`src/rtl/pipe_stage_reg.sv`:
```
// Parametrised inter-stage pipeline register for the 5-stage MIPS CPU.
// Carries NUM_LANES payload lanes plus PC, delay-slot flag, valid and a merged
// exception code. It supports stall (hold), bubble (keep PC/bd for EPC),
// exception flush to the handler, and a saturating bubble counter.
module pipe_stage_reg #(
    parameter int          DATA_W     = 32,
    parameter int          NUM_LANES  = 4,
    parameter int          EXC_W      = 5,
    parameter logic [31:0] HANDLER_PC = 32'h0000_4180,
    parameter int          CNT_W      = 16
) (
    input  logic                        clk,
    input  logic                        reset,
    input  logic                        stall,
    input  logic                        clr,
    input  logic                        req,
    input  logic [NUM_LANES*DATA_W-1:0] data_in,
    input  logic [31:0]                 pc_in,
    input  logic                        bd_in,
    input  logic                        valid_in,
    input  logic [EXC_W-1:0]            exc_carry_in,
    input  logic [EXC_W-1:0]            exc_local_in,
    input  logic                        cnt_clr,
    output logic [NUM_LANES*DATA_W-1:0] data_q,
    output logic [31:0]                 pc_q,
    output logic [31:0]                 pc4_q,
    output logic [31:0]                 pc8_q,
    output logic                        bd_q,
    output logic                        valid_q,
    output logic [EXC_W-1:0]            exc_q,
    output logic [CNT_W-1:0]            bubble_cnt
);

    localparam int PAY_W = NUM_LANES * DATA_W;

    logic [EXC_W-1:0] exc_merged;
    logic             cnt_at_max;
    logic             bubble_counted;

    // Merge exception codes: an already-carried (older) code wins over a new one.
    always_comb begin
        // NOTE: every always_comb output gets a value on every path (here the
        // default first); otherwise a latch is inferred.
        exc_merged = exc_local_in;
        if (exc_carry_in != '0) begin
            exc_merged = exc_carry_in;
        end
    end

    // A bubble is counted only when clr actually takes effect (not overridden).
    assign bubble_counted = clr && !req;
    assign cnt_at_max     = (bubble_cnt == {CNT_W{1'b1}});

    // Stage register: reset > flush > bubble > stall > advance.
    always_ff @(posedge clk) begin
        // NOTE: sequential state uses non-blocking (<=) so every register
        // samples pre-edge values; blocking here would create ordering races.
        if (reset) begin
            data_q  <= '0;
            pc_q    <= '0;
            bd_q    <= 1'b0;
            valid_q <= 1'b0;
            exc_q   <= '0;
        end else if (req) begin
            data_q  <= '0;
            pc_q    <= HANDLER_PC;
            bd_q    <= 1'b0;
            valid_q <= 1'b0;
            exc_q   <= '0;
        end else if (clr) begin
            // Bubble keeps PC and bd so a later exception reports the right EPC.
            data_q  <= '0;
            pc_q    <= pc_in;
            bd_q    <= bd_in;
            valid_q <= 1'b0;
            exc_q   <= '0;
        end else if (!stall) begin
            data_q  <= data_in[PAY_W-1:0];
            pc_q    <= pc_in;
            bd_q    <= bd_in;
            valid_q <= valid_in;
            exc_q   <= exc_merged;
        end
    end

    // Saturating bubble counter; a software clear beats a same-cycle increment.
    always_ff @(posedge clk) begin
        if (reset || cnt_clr) begin
            bubble_cnt <= '0;
        end else if (bubble_counted && !cnt_at_max) begin
            bubble_cnt <= bubble_cnt + 1'b1;
        end
    end

    // Sequential PCs for link/return addresses; wrap modulo 2^32.
    assign pc4_q = pc_q + 32'd4;
    assign pc8_q = pc_q + 32'd8;

endmodule

```
`config.mk`:
```
export PLATFORM = sky130hd
export DESIGN_NAME = pipe_stage_reg
export DESIGN_NICKNAME = d
export VERILOG_FILES = /design/src/rtl/pipe_stage_reg.sv
export SDC_FILE = /design/constraint.sdc
export NUM_CORES = 1
export LEC_CHECK = 0
export BUFFER_PORTS_ARGS = -buffer_cell sky130_fd_sc_hd__buf_2
export CORE_AREA = 2 2 164 166
export CTS_BUF_LIST = sky130_fd_sc_hd__clkbuf_4 sky130_fd_sc_hd__clkbuf_8
export CTS_CLUSTER_DIAMETER = 40
export CTS_CLUSTER_SIZE = 24
export DETAILED_ROUTE_END_ITERATION = 10
export DIE_AREA = 0 0 166 168
export GPL_TIMING_DRIVEN = 0
export PLACE_DENSITY = 0.59
export SYNTH_ARGS = -nofsm -noshare
export SYNTH_HDL_FRONTEND = slang
export SYNTH_SLANG_ARGS = --single-unit
```
`constraint.sdc`:
```
create_clock -name clk -period 2.7 [get_ports clk]
set_input_delay 0.54 -clock clk [delete_from_list [all_inputs] [get_ports clk]]
set_output_delay 0.54 -clock clk [all_outputs]
set_load 0.01 [all_outputs]
```
==> metrics.yaml <==
timing:
  max_freq_mhz: 381.0
  setup_viol: 0
  hold_violations: 0
  rsz0062_at_grt: "yes"
  relSlewSlack_pct: 40.64
  tightestPinTransition_ns: 0.8904
  slew_viol_final: 0
  fin_crit_sh_pct: 97.21
  clock_skew_ns: 0.01628
  final.min_clock_period_ns: 2.625
final_layout:
  layout-drive-gt1-share_pct: 42.40
  utilization_pct: 42.83
  fin_area_sq_um: 11290
  fin_nets: 1503
  area_growth_pct: 44.07
  stdcell_count: 1679
critical_path:
  critPathMaxFanout: 7
  crit_chain: "buf_6 -> nand2_2 -> nor4_4 -> buf_4 -> nand3_1 -> xnor2_1 -> buf_2"
  slowest_delay_ns: 0.38
  worstSetupPathType: "flip-flop to output port"
  worstSetupPathDepth: 7
  end_kind: "output port"
  worst_setup_path_start_kind: "flip-flop"
  worst-r2r-cell-count: 5
  cp.required_ns: 2.16
  slowest_stage: "dfxtp_1"
  critical_path.top_delay_family: "simple AND/OR/NAND/NOR gates"
  worst-path-buf-inv: 3
  critPathArrivalTime_ns: 2.08
die:
  die_x_um: 166
  rows: 60
  fp.dieH_um: 168
  design.core.area_sq_um: 26350
  initial_core_util_pct: 29.73
  pin_count: 425
  dieArea_sq_um: 27890
min_path:
  hp-class: "input port to flip-flop"
  hold_depth: 3
synthesis:
  synth_area_leader_cell: "dfxtp_1"
  async_flop_share_pct: 0
  synth_common_cells: "dfxtp_1, nor2_1, mux2i_1, nand2_1"
  netlist_area_sq_um: 7834
  postSynthNetCount: 1038
  yosysWarningCount: 0
  synth-seq-cells: 183
  yosys_most_used_dff: "dfxtp_1"
  synth_cell_type_count: 41
  synthMostInstantiatedCell: "dfxtp_1"
  synth_edf_count: 0
  yosysSeqAreaShare_pct: 46.77
  synth_top_cell_area_share_pct: 46.77
  synth_area_leaders: "dfxtp_1, mux2i_1, nor2_1"
  syn_area_per_cell_sq_um: 9.141
  postSynthCellCount: 857
cts:
  htree_levels: 4
  cts_sinks: 183
  clockBufferDepth: 2
  cts_inserted_buffers: 17
  clkTransAtPathRegs_ns: 0.13
  clockRootBuffer: "clkbuf_8"
  clk_latency_ns: 0.46
  cts_tree: "built"
placement:
  hpwl_mm: 22.18
  place_area_sq_um: 10380
  numPlacedInstances: 1621
  routabilityCongestion: 0.9291
  port_buffers: 423
detailed_routing:
  ant_nets: 0
  vias_per_cell: 4.700
  first_pass_iters: 5
  wirelength_mm: 28.23
  wire_per_inst_um: 16.81
  drc_errors: 0
  initialDrtViolationCount: 398
  vias: 7892
pwr:
  p_per_area_nw_per_um2: 481.8
  vdd_ir_drop_max_uv: 288.7
  p_leak_nw: 5.716
global_routing:
  grt_pass1_wl_mm: 42.60
  overflow: 0
  gr-usage-all-layers_pct: 19.26
  antenna_found_initial: 6
  grt_pass1_vias: 7551
  grt_max_degree: 21
status:
  outcome: "finished clean"
job:
  cap_violations: 0
sequential cells by signal, summed over array words and instances (netlist names):
signal / cells
data_q: 128
pc_q: 32
bubble_cnt: 16
exc_q: 5
bd_q: 1
valid_q: 1
routing by layer:
layer / global-route usage, % / up-vias / wire length [um]
met2: 35.85 / 360 / 14520
met5: 0 / - / 37
met3: 5.618 / 50 / 2200
met4: 6.200 / 6 / 700
li1: - / 3846 / -
met1: 20.96 / 3630 / 10770
cell families after synthesis:
logic type	after synthesis	share of synthesized area [%]
flops	183	46.77
mux	130	16.61
simple gates	342	20.56
compound gates	67	5.079
xor+xnor	55	6.149
fa+ha+maj	3	0.4792
buf+inv	77	4.360
cell type report:
| cell class | count | area, sq um |
|---|---|---|
| fill | 2653 | 15060 |
| antenna | 3 | 7.507 |
| sequential | 183 | 3696 |
| inverter | 9 | 33.78 |
| tap | 341 | 426.7 |
| multi-input combinational | 597 | 4005 |
| clock inverter | 14 | 167.7 |
| timing repair buffer | 450 | 2327 |
| buffer | 64 | 374.1 |
| clock buffer | 18 | 247.7 |
power by group:
part | internal, mW | switching, mW | leakage [nW]
logic | 0.330 | 0.365 | 4.01
clock network | 0.743 | 1.19 | 0.211
registers | 2.76 | 0.0509 | 1.49
total | 3.83 | 1.61 | 5.72
worst min-delay path, cell delays in order:
cell and delay [ns]:
buf_2 0.07, mux2i_1 0.05, nor2_1 0.07
metrics by stage:
step / hold slack, ns / TNS [ns] / setup slack (ns) / total power [mW]
detailed placement: 0.4484 / -0.2576 / -0.2059 / 3.537
global placement: 0.4386 / -0.2162 / -0.1555 / 3.530
floorplan: 0.4761 / 0 / 0.3933 / 3.210
global route: 0.2586 / -0.04365 / -0.02508 / 5.697
CTS: 0.2682 / 0 / 0.0003615 / 5.498
finish: 0.2981 / 0 / 0.07523 / 5.438
cell usage in the layout (no fill, tap or decap), types with 3 or more instances in the layout:
cell	n
xnor2_1	35
nand2_2	3
o31ai_1	5
inv_1	9
nor4_4	7
nand3_4	4
dfxtp_4	3
xnor2_2	3
nor2_1	139
clkinv_8	3
or2_2	3
nor4_2	3
nor3_1	11
diode_2	3
or3_1	5
or4_1	5
nand2_1	93
buf_4	32
buf_2	437
xor2_1	17
clkbuf_8	18
nand4_1	21
nor4_1	3
and3_1	4
mux2i_1	130
a21oi_1	38
clkbuf_1	31
a211oi_1	10
dfxtp_2	17
nor2b_1	6
dfxtp_1	163
nand3_1	16
clkinv_4	3
a31oi_1	4
and4_1	7
buf_6	11
and2_1	3
inv_8	6
o21ai_0	4
path summary, 6_finish.rpt:
check | start | end | slack, ns
max reg2reg | bubble_cnt[0] | bubble_cnt[12] | 0.84
min reg2reg | bd_q | bd_q | 0.46
max | pc_q[15] | pc4_q[17] | 0.08
min | data_in[29] | data_q[29] | 0.30
timing repair:
action                                  4_1_cts  5_1_grt
pin swaps                                    10       13
endpoints found under the setup margin       40       28
setup buffers                                12       15
resized for setup                            30       62
hold buffers                                  0        0
Power figures use the tool's default switching activity.
